## src/rtl/mem_port_arbiter.sv

```systemverilog
// Shares one memory port between instruction fetch (IF) and data access (DM).
// Each access runs WAIT_CYCLES+1 cycles and is followed by a one-cycle done pulse.
// Optional conflict counter output is enabled by defining ARB_PERF_CNT_EN.

module mem_port_arbiter #(
  parameter int ADDR_W      = 32,
  parameter int DATA_W      = 32,
  parameter int WAIT_CYCLES = 2,
  parameter int STARVE_MAX  = 4
) (
  input  logic              clk,
  input  logic              rst,
  input  logic              if_req,
  input  logic [ADDR_W-1:0] if_addr,
  output logic              if_gnt,
  output logic              if_done,
  output logic [DATA_W-1:0] if_rdata,
  input  logic              dm_req,
  input  logic              dm_we,
  input  logic [ADDR_W-1:0] dm_addr,
  input  logic [DATA_W-1:0] dm_wdata,
  output logic              dm_gnt,
  output logic              dm_done,
  output logic [DATA_W-1:0] dm_rdata,
  output logic              mem_en,
  output logic              mem_we,
  output logic [ADDR_W-1:0] mem_addr,
  output logic [DATA_W-1:0] mem_wdata,
  input  logic [DATA_W-1:0] mem_rdata,
  output logic              stall
`ifdef ARB_PERF_CNT_EN
  ,
  output logic [15:0]       conflict_cnt
`endif
);

  localparam int WCW = (WAIT_CYCLES > 0) ? $clog2(WAIT_CYCLES + 1) : 1;
  localparam int SCW = $clog2(STARVE_MAX + 1);
  localparam logic [WCW-1:0] WAIT_LAST  = WCW'(WAIT_CYCLES);
  localparam logic [SCW-1:0] STARVE_LIM = SCW'(STARVE_MAX);

  typedef enum logic [1:0] {
    S_IDLE,
    S_ACCESS,
    S_DONE
  } state_e;

  typedef enum logic {
    OWN_IF,
    OWN_DM
  } owner_e;

  state_e            state_q, state_d;
  owner_e            owner_q, owner_d;
  logic [ADDR_W-1:0] addr_q, addr_d;
  logic              we_q, we_d;
  logic [DATA_W-1:0] wdata_q, wdata_d;
  logic [WCW-1:0]    wait_q, wait_d;
  logic [SCW-1:0]    starve_q, starve_d;
  logic [DATA_W-1:0] if_rdata_q, if_rdata_d;
  logic [DATA_W-1:0] dm_rdata_q, dm_rdata_d;

  logic pick_if;
  logic last_cyc;

  // DM normally wins; IF is forced through once DM has won STARVE_MAX times in a row.
  assign pick_if  = if_req & (~dm_req | (starve_q == STARVE_LIM));
  assign last_cyc = (wait_q == WAIT_LAST);

  always_comb begin
    state_d    = state_q;
    owner_d    = owner_q;
    addr_d     = addr_q;
    we_d       = we_q;
    wdata_d    = wdata_q;
    wait_d     = wait_q;
    starve_d   = starve_q;
    if_rdata_d = if_rdata_q;
    dm_rdata_d = dm_rdata_q;
    case (state_q)
      S_IDLE: begin
        wait_d = '0;
        if (if_req || dm_req) begin
          state_d = S_ACCESS;
          if (pick_if) begin
            owner_d  = OWN_IF;
            addr_d   = if_addr;
            we_d     = 1'b0;
            wdata_d  = '0;
            starve_d = '0;
          end else begin
            owner_d = OWN_DM;
            addr_d  = dm_addr;
            we_d    = dm_we;
            wdata_d = dm_wdata;
            if (!if_req) begin
              starve_d = '0;
            end else if (starve_q != STARVE_LIM) begin
              starve_d = starve_q + SCW'(1);
            end
          end
        end else begin
          starve_d = '0;
        end
      end
      S_ACCESS: begin
        if (last_cyc) begin
          state_d = S_DONE;
          wait_d  = '0;
          if (owner_q == OWN_IF) begin
            if_rdata_d = mem_rdata;
          end else if (!we_q) begin
            dm_rdata_d = mem_rdata;
          end
        end else begin
          wait_d = wait_q + WCW'(1);
        end
      end
      S_DONE: begin
        state_d = S_IDLE;
      end
      default: begin
        state_d = S_IDLE;
      end
    endcase
  end

  always_ff @(posedge clk or posedge rst) begin
    if (rst) begin
      state_q    <= S_IDLE;
      owner_q    <= OWN_IF;
      addr_q     <= '0;
      we_q       <= 1'b0;
      wdata_q    <= '0;
      wait_q     <= '0;
      starve_q   <= '0;
      if_rdata_q <= '0;
      dm_rdata_q <= '0;
    end else begin
      state_q    <= state_d;
      owner_q    <= owner_d;
      addr_q     <= addr_d;
      we_q       <= we_d;
      wdata_q    <= wdata_d;
      wait_q     <= wait_d;
      starve_q   <= starve_d;
      if_rdata_q <= if_rdata_d;
      dm_rdata_q <= dm_rdata_d;
    end
  end

  assign mem_en    = (state_q == S_ACCESS);
  assign mem_we    = mem_en & we_q;
  assign mem_addr  = addr_q;
  assign mem_wdata = wdata_q;

  assign if_gnt  = mem_en & (owner_q == OWN_IF) & (wait_q == '0);
  assign dm_gnt  = mem_en & (owner_q == OWN_DM) & (wait_q == '0);
  assign if_done = (state_q == S_DONE) & (owner_q == OWN_IF);
  assign dm_done = (state_q == S_DONE) & (owner_q == OWN_DM);

  assign if_rdata = if_rdata_q;
  assign dm_rdata = dm_rdata_q;

  assign stall = (if_req & ~if_done) | (dm_req & ~dm_done);

`ifdef ARB_PERF_CNT_EN
  logic [15:0] conflict_q, conflict_d;
  logic        conflict_now;

  // A requester is blocked when it loses arbitration in IDLE or the other side owns the port.
  always_comb begin
    conflict_now = 1'b0;
    if (state_q == S_IDLE) begin
      conflict_now = if_req & dm_req;
    end else if (owner_q == OWN_IF) begin
      conflict_now = dm_req;
    end else begin
      conflict_now = if_req;
    end
    conflict_d = conflict_q;
    if (conflict_now && (conflict_q != 16'hFFFF)) begin
      conflict_d = conflict_q + 16'd1;
    end
  end

  always_ff @(posedge clk or posedge rst) begin
    if (rst) begin
      conflict_q <= '0;
    end else begin
      conflict_q <= conflict_d;
    end
  end

  assign conflict_cnt = conflict_q;
`endif

endmodule

```

## config.mk

```make
export PLATFORM = sky130hd
export DESIGN_NAME = mem_port_arbiter
export DESIGN_NICKNAME = d
export VERILOG_FILES = /design/src/rtl/mem_port_arbiter.sv
export SDC_FILE = /design/constraint.sdc
export NUM_CORES = 1
export LEC_CHECK = 0
export ABC_AREA = 0
export ABC_CLOCK_PERIOD_IN_PS = 9300
export CAP_MARGIN = 20
export CORE_ASPECT_RATIO = 0.8
export CORE_MARGIN = 3
export CORE_UTILIZATION = 46
export DETAILED_ROUTE_END_ITERATION = 7
export GPL_TIMING_DRIVEN = 0
export HOLD_SLACK_MARGIN = 0.15
export PLACE_DENSITY = 0.86
export SYNTH_ARGS = -nofsm -noshare
export SYNTH_HDL_FRONTEND = slang
export SYNTH_SLANG_ARGS = --single-unit
```

## constraint.sdc

```tcl
create_clock -name clk -period 9.3 [get_ports clk]
set_input_delay 2.79 -clock clk [delete_from_list [all_inputs] [get_ports clk]]
set_output_delay 2.79 -clock clk [all_outputs]
set_load 0.1 [all_outputs]
```

== Word level (Yosys, flattened, before mapping) ==
Cells that the tools add are included.

* Reduce and logical (&&, ||, !) cells: 9
* Bitwise logic cells: 17
* Multiplexer cells: 13
* Eq/ne operators: 8
* $add $sub $neg: 2

{| class="wikitable"
|+ Operators with widths
! cell !! count
|-
| 2-to-1 mux 32 bit || 2
|-
| 2-to-1 mux 3 bit || 4
|-
| AND 1 bit || 10
|-
| one-hot mux 2 bit (2 select lines) || 2
|-
| 2-to-1 mux 2 bit || 3
|-
| AND reduction 2 bit || 3
|-
| inverter 1 bit || 5
|-
| equality test 2 bit, second input constant || 2
|-
| zero test 2 bit || 2
|-
| != test 4 x 3 -> 1 bit, second input constant || 1
|-
| AND reduction 4 bit || 1
|-
| adder 3 x 1 -> 3 bit, second input constant || 1
|-
| equality test 3 bit, second input constant || 1
|-
| != test 3 bit, second input constant || 1
|-
| AND reduction 3 bit || 1
|-
| adder 2 x 1 -> 2 bit, second input constant || 1
|-
| equality test 2 x 1 -> 1 bit, second input constant || 1
|-
| 2-to-1 mux 1 bit || 2
|-
| != test 2 x 1 -> 1 bit, second input constant || 1
|-
| != test 2 bit, second input constant || 1
|-
| OR 1 bit || 2
|-
| nonzero test 2 bit || 1
|-
| logical OR 1 bit || 1
|}

* Word-level logic and storage cells: 58
* Register bits after elaboration: 137
* Input port bits: 133
* Output and inout bits: 135

== Depth between registers and ports, before layout ==
* Depth after elaboration: 5
* Mapped depth: 7
* Depth with buffers taken out: 5

== Least setup slack after synthesis ==
No wires, ideal clock.

* Path type: input to output
* Start point: in if_req
* End point: out stall
* Buffers on the path: 1
* Data required time: 6510 ps
* Data arrival time: 4395 ps
* Cell stages on the path: 3
* Path slack: 2115 ps
* Cells stage by stage: buf_6 > inv_1 > o22ai_1

* Cells in the longest elaborated chain, start to end: 2

{| class="wikitable"
|+ Ends and longest elaborated chain
! item !! RTL line !! text
|-
| start: declaration || 13 || <nowiki>input logic if_req,</nowiki>
|-
| AND 1 bit || 165 || <nowiki>assign stall = (if_req & ~if_done) | (dm_req & ~dm_done);</nowiki>
|-
| OR 1 bit || 165 ||
|-
| end: declaration || 30 || <nowiki>output logic stall</nowiki>
|}

Every way passes these cells.

== Worst setup path after layout ==
* Start point: in dm_req
* End point: out stall

* Cells in the longest elaborated chain, start to end: 2

{| class="wikitable"
|+ Ends and longest elaborated chain
! item !! RTL line !! text
|-
| start: declaration || 18 || <nowiki>input logic dm_req,</nowiki>
|-
| AND 1 bit || 165 ||
|-
| OR 1 bit || 165 ||
|}

Every way passes these cells.

==> results.tsv <==
metric	value	unit
status	finished, final reports clean	
Synth top area share	54.8	%
# Max-Cap Violations	0	
CP Cell Sequence	clkdlybuf4s50_1 -> inv_1 -> o22ai_1 -> clkdlybuf4s50_1	
Met1 Wirelength	7610	um
Hold Path Class	flop to flop	
fin crit share	80.2	%
DRT Pass-1 Iters	5	
top cells by count, synth	137 x dfrtp_1, 66 x nand3_1, 38 x inv_1	
Worst-path clk slew	0.06	ns
Core Area	13100	um^2
worst path arrival time	4.67	ns
synthesized instance count	485	
Final nets	906	
first-pass GRT wire length	29400	um
clock sink count	137	
hpwl dp	14200	um
met2 wire len	9420	um
EDFF count, synth	0	
CP Max Fanout	4	
Area contributors post-synth	dfrtp_1 55%, mux2_4 7.2%, o221ai_2 7.0%	
Post-Layout Cell Count	958	
total number of vias	5160	
xor/xnor cell area share of the yosys netlist	0	%
Vias/cell	5.39	
IO Port Bufs	266	
CTS tree	done	
I/O pins	268	
Fin. Hold Viols	0	
# diodes	0	
Root Driver	clkbuf_16	
Most common cell on crit path	clkdlybuf4s50_1	
buffers and inverters on the worst path	3	
most common cell in the netlist	dfrtp_1	
final setup fails	0	
Top Layer Used	met4	
CP top delay family	buffers and inverters	
placed cell count	927	
WS Path Type	input port to output port	
initial antenna violation count	0	
synthesized area per cell	12.9	um^2
Compound-Gate Fraction of Synth Area	13.3	%
DRC	0	
Synth cell types	38	
Final min period	7.46	ns
adder-cell share of the synthesized area	0.400	%
Die Wd	136	um
Site Rows	37	
antenna-violating nets left	0	
final slew viol count	0	
Worst path max stage delay	1.19	ns
cts hold-fix bufs	0	
largest net degree at the start of global routing	81	
Worst-Margin Slew	1.04	ns
top cell type by total area after synthesis	dfrtp_1	
f_max	134	MHz
slowest CP cell	clkdlybuf4s50_1	
Clock Tree Buf Depth	2	
Mapped Area	6260	um^2
Fin Setup TNS	0	ns
RSZ-0062 raised after global routing	false	
multi-input logic area	2370	um^2
total track usage	25.3	%
Routed WL	19100	um
wire per inst	20.0	um
sequential cell area	3430	um^2
CTS H-tree lvls	4	
async set-or-reset flop fraction in the synthesized netlist	100	%
layout filler cell count	830	
WP data required	6.51	ns
Initial Util	47.9	%
initial DRC count	281	
Main synth FF type	dfrtp_1	
Fin Clk Skew	0.0101	ns
die area	15000	um^2
post-cts resize count	0	
vias in the first global route	5494	
Post-CTS Setup Repair Bufs	0	
syn nets	620	
fraction of the yosys area taken by sequential cells	54.8	%
Slew headroom	30.3	%
CTS buffer count	17	
simple-gate share of the synthesized area	10.8	%
largest family of logic cells by synthesized area	compound AO/OA/AOI/OAI gates	
share of layout cells above drive strength 1	20.1	%
gr ovfl total	0	
met3 routed WL	1670	um
clk_lat worst skew	0.41	ns
#FFs+latches synth	137	
P&R area growth vs syn	57.3	%
YS warnings	0	
post-synthesis mux area share	13.3	%
chip height	110	um
GPL Wtd Cong	0.926	
element type at the critical path start	input port	
Setup crit end kind	output port	
==> layer usage <==
metal / up-vias / track usage [%]
li1: 2364 / -
met4: 0 / 9.35
met1: 2514 / 31.0
met5: - / 0
met2: 250 / 42.2
met3: 32 / 8.12
==> cell type report <==
cell class              instances  area share [%]
multi-input cells             262            24.1
clock buffers                  17            4.32
clock inverters                14            2.49
well taps                     175            2.22
inverters                      38            1.50
repair buffers                267            27.3
flip-flops and latches        137            34.8
plain buffers                  48            3.20
==> cells by family after synthesis <==
kind of cell	after synthesis
flops	137
simple gates	118
buf+inv	86
compound gates	78
mux	64
fa+ha+maj	2
==> flip-flops by register name, indices dropped and copies added, names as in the netlist <==
| name | cells |
|---|---|
| if_rdata | 32 |
| state_q | 2 |
| owner_q | 1 |
| wait_q | 2 |
| dm_rdata | 32 |
| we_q | 1 |
| mem_wdata | 32 |
| mem_addr | 32 |
| starve_q | 3 |
==> metrics by stage <==
| step | setup WS (ns) | area [um^2] | utilization (%) | hold slack [ns] |
|---|---|---|---|---|
| after floorplan | 2.12 | 6260 | - | 0.470 |
| after global placement | 1.15 | 9140 | 70.0 | 0.469 |
| after detailed placement | 1.86 | 9170 | 70.3 | 0.473 |
| after CTS | 1.86 | 9840 | 75.4 | 0.492 |
| after global routing | 1.83 | 9840 | 75.4 | 0.506 |
| final | 1.84 | 9840 | 75.4 | 0.490 |
==> final timing paths <==
check / startpoint / end / slack [ns] / depth (start not counted)
worst min-delay path: mem_wdata[8]$_DFFE_PP0P_ / mem_wdata[8]$_DFFE_PP0P_ / 0.49 / 1
max in group asynchronous: rst / starve_q[1]$_DFFE_PP0P_ / 5.69 / 3
worst min register to register: mem_wdata[8]$_DFFE_PP0P_ / mem_wdata[8]$_DFFE_PP0P_ / 0.49 / 1
worst max register to register: starve_q[0]$_DFFE_PP0P_ / mem_wdata[17]$_DFFE_PP0P_ / 7.31 / 7
worst max-delay path: dm_req / stall / 1.84 / 4
min in group asynchronous: rst / dm_rdata[17]$_DFFE_PP0P_ / 2.82 / 2
==> placed cells by master, fill, tap and decap left out, drive strengths merged, types with 2 or more instances in the layout <==
master / Yosys / routed
ha: 2 / 2
clkinv: 0 / 5
clkbuf: 17 / 34
a21oi: 2 / 2
o2bb2ai: 34 / 34
and2: 3 / 3
clkdlybuf4s50: 0 / 266
dfrtp: 137 / 137
buf: 31 / 32
nand2: 3 / 3
bufinv: 0 / 6
mux2: 64 / 64
inv: 38 / 40
o21ai: 5 / 5
o221ai: 32 / 32
nand4: 33 / 33
nor2: 2 / 2
nand2b: 2 / 2
nand3: 66 / 66
Power is left out: the tool's default activity adds up to more than one toggle a clock period on the data nets, which glitch-free logic cannot reach.
